### config.mk
export PLATFORM = sky130hd
export DESIGN_NAME = mem_bus_arbiter
export DESIGN_NICKNAME = d
export VERILOG_FILES = /design/src/rtl/mem_bus_arbiter.sv
export SDC_FILE = /design/constraint.sdc
export NUM_CORES = 1
export LEC_CHECK = 0
export ABC_AREA = 0
export CORE_UTILIZATION = 34
export DETAILED_ROUTE_END_ITERATION = 10
export PLACE_DENSITY = 0.85
export SYNTH_ARGS = -nofsm -noshare
export SYNTH_HDL_FRONTEND = slang
export SYNTH_SLANG_ARGS = --single-unit
export TNS_END_PERCENT = 30
### constraint.sdc
create_clock -name clk -period 4.3 [get_ports clk]
set_clock_uncertainty 0.1 [all_clocks]
set_input_delay 1.075 -clock clk [delete_from_list [all_inputs] [get_ports clk]]
set_output_delay 1.075 -clock clk [all_outputs]
set_load 0.02 [all_outputs]
### src/rtl/mem_bus_arbiter.sv
// mem_bus_arbiter
// Shares one single-port synchronous memory between the CPU and a debug/loader
// port. The CPU owns the bus by default; a debug request steals one CPU read
// cycle pair (ISSUE, DONE) by dropping cpu_rdy. A halt mode hands the bus to the
// debug port until it is released, with one RESUME cycle on the way out.
//
// Ports
//   clk, reset                      clock, synchronous active-high reset
//   cpu_addr/wr_data/wr_enable      CPU request
//   cpu_rd_data, cpu_rdy            CPU read data (from memory), cycle complete
//   dbg_req/addr/wr_enable/wr_data  debug request, held until dbg_ack
//   dbg_ack, dbg_rd_data            completion pulse, read data (held)
//   dbg_halt, halted                halt request level, halted status
//   dbg_starve                      sticky: debug request blocked too long
//   mem_addr/wr_enable/wr_data      to memory addra/wea/dina
//   mem_rd_data                     from memory douta (one-cycle read latency)
module mem_bus_arbiter #(
  parameter int ADDR_W       = 16,
  parameter int DATA_W       = 8,
  parameter int DBG_MAX_WAIT = 8
) (
  input  logic              clk,
  input  logic              reset,
  input  logic [ADDR_W-1:0] cpu_addr,
  input  logic [DATA_W-1:0] cpu_wr_data,
  input  logic              cpu_wr_enable,
  output logic [DATA_W-1:0] cpu_rd_data,
  output logic              cpu_rdy,
  input  logic              dbg_req,
  input  logic [ADDR_W-1:0] dbg_addr,
  input  logic              dbg_wr_enable,
  input  logic [DATA_W-1:0] dbg_wr_data,
  output logic              dbg_ack,
  output logic [DATA_W-1:0] dbg_rd_data,
  input  logic              dbg_halt,
  output logic              halted,
  output logic              dbg_starve,
  output logic [ADDR_W-1:0] mem_addr,
  output logic              mem_wr_enable,
  output logic [DATA_W-1:0] mem_wr_data,
  input  logic [DATA_W-1:0] mem_rd_data
);

  localparam int CNT_W = $clog2(DBG_MAX_WAIT + 1);

  typedef enum logic [2:0] {
    ST_CPU,
    ST_ISSUE,
    ST_DONE,
    ST_HALTED,
    ST_RESUME
  } state_t;

  state_t             state;
  state_t             state_nxt;
  logic               dbg_we_p1;
  logic [DATA_W-1:0]  dbg_rd_hold;
  logic [CNT_W-1:0]   wait_cnt;
  logic               grant;

  // Only CPU read cycles may be stolen; halt takes priority over a request.
  always_comb begin
    state_nxt = state;
    case (state)
      ST_CPU: begin
        if (!cpu_wr_enable) begin
          if (dbg_halt)     state_nxt = ST_HALTED;
          else if (dbg_req) state_nxt = ST_ISSUE;
        end
      end
      ST_ISSUE:  state_nxt = ST_DONE;
      ST_DONE:   state_nxt = dbg_halt ? ST_HALTED : ST_CPU;
      ST_HALTED: begin
        if (dbg_req)        state_nxt = ST_ISSUE;
        else if (!dbg_halt) state_nxt = ST_RESUME;
      end
      ST_RESUME: state_nxt = ST_CPU;
      default:   state_nxt = ST_CPU;
    endcase
  end

  assign grant = (state == ST_CPU) && (state_nxt == ST_ISSUE);

  // Status outputs are registered alongside the state they describe.
  always_ff @(posedge clk) begin
    if (reset) begin
      state   <= ST_CPU;
      cpu_rdy <= 1'b1;
      dbg_ack <= 1'b0;
      halted  <= 1'b0;
    end else begin
      state   <= state_nxt;
      cpu_rdy <= (state_nxt == ST_CPU);
      dbg_ack <= (state_nxt == ST_DONE);
      halted  <= (state_nxt == ST_HALTED);
    end
  end

  // Outside CPU and ISSUE the CPU address is re-presented with writes blocked,
  // so mem_rd_data is already correct in the first cycle cpu_rdy is back high.
  always_comb begin
    mem_addr      = cpu_addr;
    mem_wr_enable = 1'b0;
    mem_wr_data   = cpu_wr_data;
    case (state)
      ST_CPU: mem_wr_enable = cpu_wr_enable;
      ST_ISSUE: begin
        mem_addr      = dbg_addr;
        mem_wr_enable = dbg_wr_enable;
        mem_wr_data   = dbg_wr_data;
      end
      default: ;
    endcase
  end

  assign cpu_rd_data = mem_rd_data;

  // Stage p1: remember whether the access issued last cycle was a write.
  always_ff @(posedge clk) begin
    if (state == ST_ISSUE) dbg_we_p1 <= dbg_wr_enable;
  end

  // Read data is passed straight through in DONE and held afterwards;
  // a debug write leaves the previous read value in place.
  always_ff @(posedge clk) begin
    if (reset)                               dbg_rd_hold <= '0;
    else if (state == ST_DONE && !dbg_we_p1) dbg_rd_hold <= mem_rd_data;
  end

  assign dbg_rd_data = (state == ST_DONE && !dbg_we_p1) ? mem_rd_data : dbg_rd_hold;

  // Counts cycles a pending request is blocked by CPU writes; saturates.
  always_ff @(posedge clk) begin
    if (reset) begin
      wait_cnt   <= '0;
      dbg_starve <= 1'b0;
    end else if (state == ST_CPU && dbg_req && cpu_wr_enable) begin
      if (wait_cnt < CNT_W'(DBG_MAX_WAIT)) wait_cnt <= wait_cnt + CNT_W'(1);
      if (wait_cnt >= CNT_W'(DBG_MAX_WAIT - 1)) dbg_starve <= 1'b1;
    end else if (!dbg_req || grant) begin
      wait_cnt <= '0;
    end
  end

endmodule

# ---- Word level (Yosys, flattened, before mapping)
# Index checks and enable logic that the tools add are counted.
dict set report op_classes {
  shifts 0
  multipliers 0
  addsub 1
  n_reduce_logical 12
  bitwise 0
  order_cmp 2
  div_mod_pow 0
  muxes 14
  n_eq_ne 7
}
# operator count
set op_table {}
lappend op_table {{16-bit 2-to-1 mux} 1}
lappend op_table {{8-bit 2-to-1 mux} 2}
lappend op_table {{3-bit 2-to-1 mux} 5}
lappend op_table {{3-bit by 2-bit equality test with 1-bit output (second input constant)} 4}
lappend op_table {{4-bit 2-to-1 mux} 3}
lappend op_table {{3-bit case mux with 4 select lines} 1}
lappend op_table {{3-bit by 1-bit equality test with 1-bit output (second input constant)} 2}
lappend op_table {{3-bit logical NOT} 2}
lappend op_table {{4-bit by 1-bit adder with 4-bit output (second input constant)} 1}
lappend op_table {{4-bit by 3-bit >= comparator with 1-bit output (second input constant)} 1}
lappend op_table {{1-bit logical AND} 4}
lappend op_table {{4-bit < comparator (second input constant)} 1}
lappend op_table {{2-bit AND reduction} 2}
lappend op_table {{1-bit logical NOT} 2}
lappend op_table {{2-bit 2-to-1 mux} 1}
lappend op_table {{2-bit by 1-bit inequality test with 1-bit output (second input constant)} 1}
lappend op_table {{1-bit case mux with 2 select lines} 1}
lappend op_table {{2-bit nonzero test} 1}
lappend op_table {{1-bit logical OR} 1}
dict set report word_totals {
  n_memories 0
  regBits 20
  output_inout_bits 45
  rom_bits 0
  ramBits 0
  latch_bits 0
  word_cells 44
}

# ---- Longest topological paths before layout
dict set report logic_depth {
  ltp_word 9
  ltp_mapped 4
  ltp_nobuf 4
}

# ---- Worst setup path after synthesis
# No wires, ideal clock.
dict set report synth_timing {
  path_type {input port to output port}
  from {input port dbg_wr_enable}
  to {output port mem_wr_enable}
  arrival_time_ns 1.585
  path_buffers 0
  path_stages 2
  required_time_ns 3.125
  path_slack_ns 1.540
  path_cell_list {mux2i_1 -> nor3_1}
}
dict set report synth_between {
  elab_chain_cells 1
}
# element line_no
set synth_rtl {}
lappend synth_rtl {{start, declared} 31} ;# input logic dbg_wr_enable,
lappend synth_rtl {{1-bit case mux with 2 select lines} 105} ;# case (state)
lappend synth_rtl {{end, declared} 39} ;# output logic mem_wr_enable,
# No other way between the ends.

# ---- Worst setup path in the final report
dict set report layout_timing {
  from {input port cpu_wr_enable}
  to {output port mem_wr_enable}
}
dict set report layout_between {
  elab_chain_cells 1
}
# element line_no
set layout_rtl {}
lappend layout_rtl {{start, declared} 26} ;# input logic cpu_wr_enable,
lappend layout_rtl {{1-bit case mux with 2 select lines} 105}
# No other way between the ends.

==> metrics.csv <==
metric,value,unit
Worst setup SP type,input port,
Worst setup startpoint,cpu_wr_enable,
"Clk Latency, worst-skew pair",0.26,ns
outcome,finished clean,
clk root buf,clkbuf_8,
"top cells by area, synth","mux2_2, dfxtp_1, buf_4, and2_1, edfxtp_1",
Yosys warnings,0,
Die ar.,0.00395,mm^2
R2R Setup Slk,2.35,ns
placed wire-length estimate,2720,um
Ant. Diodes,0,
first-pass GRT wire length,5340,um
vias in the first global route,1153,
Min-Delay Startpoint,dbg_starve$_SDFFE_PP0P_,
DRT Wirelength,3360,um
reg2reg path depth,3,
Worst Setup EP,mem_wr_enable,
Max Root-Sink Buffers,2,
Initial Util,36.6,%
Syn Inst Count,123,
TritonCTS buffer count,3,
fmax,263,MHz
Least-Margin Pin Slew,0.599,ns
CP Capture Type,primary output,
setup_tns,0,ns
Final Max Slew Viols,0,
clock sink total,20,
Routed Antenna Nets,0,
GR Overflow Total,0,
top cell type's share of synthesized area,30.4,%
# IOs,107,
pin count of the biggest net entering global routing,26,
core area,0.00344,mm^2
MaxCap Viol Count,0,
Post-Place Cells,262,
Final nets,284,
fin util,68.7,%
first-pass iteration count of the detailed router,4,
H-Tree Depth,1,
width of the die,62.8,um
Max-slew headroom,59.9,%
CTS tree,yes,
Crit Path Class,input port to primary output,
DR vias,1246,
part of the cycle the worst path needs,88.3,%
P_leak,0.896,nW
Synth-to-Final Area Change,87.9,%
Post-synth ARST share,0,%
Synth Register Bits,20,
PwrDens,253,mW/mm^2
residual DRC count,0,
Yosys cell types,37,
num rows,21,
routed vias/inst,4.68,
sequential area share after synthesis,32.6,%
fraction of layout cells with a size suffix above 1,20.5,%
Crit Reg-Reg Endpoint,dbg_rd_hold[6]$_SDFF_PP0_,
hold_buf cts,0,
syn nets,186,
# setup viols final,0,
wire length on met1,1430,um
Hold Fails Final Rpt,0,
"Max FO, Critical Path",8,
Fin Hold WS,0.391,ns
met3 routed WL,213,um
initial antenna violation count,0,
Post-Layout Cell Count,266,
minimum clock period,3.80,ns
Post-synth EDFFs,1,
Worst R2R Start,state[1]$_SDFF_PP0_,
Worst-path clk slew,0.08,ns
HP Class,flop to flop,
fill count,286,
peak supply drop,0.000207,V
routed length per instance,12.6,um
CTS resizes,0,
postcts setup bufs,0,
die height,62.8,um
Worst EP arrival,2.62,ns
initial drt markers,23,
unrepaired setup endpoints after global routing,no,
Synth area leader,mux2_2,
main flop type after synthesis,dfxtp_1,
Buffers on Ports,106,
Avg Inst Size Synth,10.2,um^2
GPL Wtd Cong,0.825,
post-synthesis cell area,0.00126,mm^2
All-Layer GR Usage,17.2,%
met2 routed WL,1680,um
"Req. time, crit path",3.12,ns
Top Layer Used,met4,
cell families (layout without fill, tap and decap cells):
kind of cell,Yosys count,count (layout),share of synthesized area (%)
muxes,35,35,31.2
and+or+nand+nor,33,33,17.5
adders and majority gates,1,1,0.994
DFF,20,20,32.6
AOI/OAI and AO/OA,17,17,9.44
buffers and inverters,17,114,8.25
sequential cells by signal, indices dropped and copies added (netlist names):
| register | cells |
|---|---|
| dbg_ack | 1 |
| dbg_we_p1 | 1 |
| dbg_rd_hold | 8 |
| cpu_rdy | 1 |
| halted | 1 |
| wait_cnt | 4 |
| state | 3 |
| dbg_starve | 1 |
critical path, stage by stage:
cell and delay, ns:
clkdlybuf4s50_1 0.60, mux2i_1 0.11, nor3_1 0.18, clkdlybuf4s50_1 0.65
worst min path at each step:
stage,endpoint,slack [ns],cells past startpoint
finish,dbg_starve$_SDFFE_PP0P_,0.39,2
global route,dbg_starve$_SDFFE_PP0P_,0.41,2
CTS,dbg_starve$_SDFFE_PP0P_,0.39,2
detailed placement,dbg_starve$_SDFFE_PP0P_,0.37,2
global placement,dbg_starve$_SDFFE_PP0P_,0.36,2
floorplan,wait_cnt[2]$_SDFFE_PP0P_,0.36,2
routing by layer:
layer,global-route usage (%),vias up
met5,0,-
met3,4.74,4
met4,4.65,0
met2,29.1,53
li1,-,638
met1,21.3,551
report_power, final:
group | switching, mW | internal, mW
clock network | 0.0654 | 0.101
registers | 0.00690 | 0.194
logic | 0.0917 | 0.139
area by class of cell:
class                      count  area [um^2]  area share (%)
clock buffer                   4         66.3            2.80
sequential                    20          410            17.4
tap                           46         57.6            2.43
multi-input combinational     86          751            31.7
inverter                       3         11.3           0.476
timing repair buffer         107         1070            45.2
placed cells by master (no fill, tap or decap), types with 2 or more instances in the layout:
master,instances
a21oi_1,5
and2_1,8
clkbuf_8,3
clkdlybuf4s50_1,106
dfxtp_1,19
inv_1,3
mux2_2,34
nand3_1,2
nand3b_1,2
nor2_1,4
nor3_1,5
o211ai_1,3
o21ai_0,2
Yosys cell counts, types with 2 or more instances:
cell type,instances
a21oi_1,5
and2_1,8
buf_2,2
buf_4,10
dfxtp_1,19
inv_1,3
mux2_2,34
nand3_1,2
nand3b_1,2
nor2_1,4
nor3_1,5
o211ai_1,3
o21ai_0,2
per-stage QoR:
step                      cell area [um^2]  setup slack, ns  total power, mW
after floorplan                       1260             1.54            0.316
after global placement                2300            0.597            0.434
after detailed placement              2300            0.530            0.436
after CTS                             2360            0.504            0.604
after global routing                  2360            0.389            0.626
final                                 2360            0.505            0.598
No activity file was read; power rests on OpenSTA's default activity.
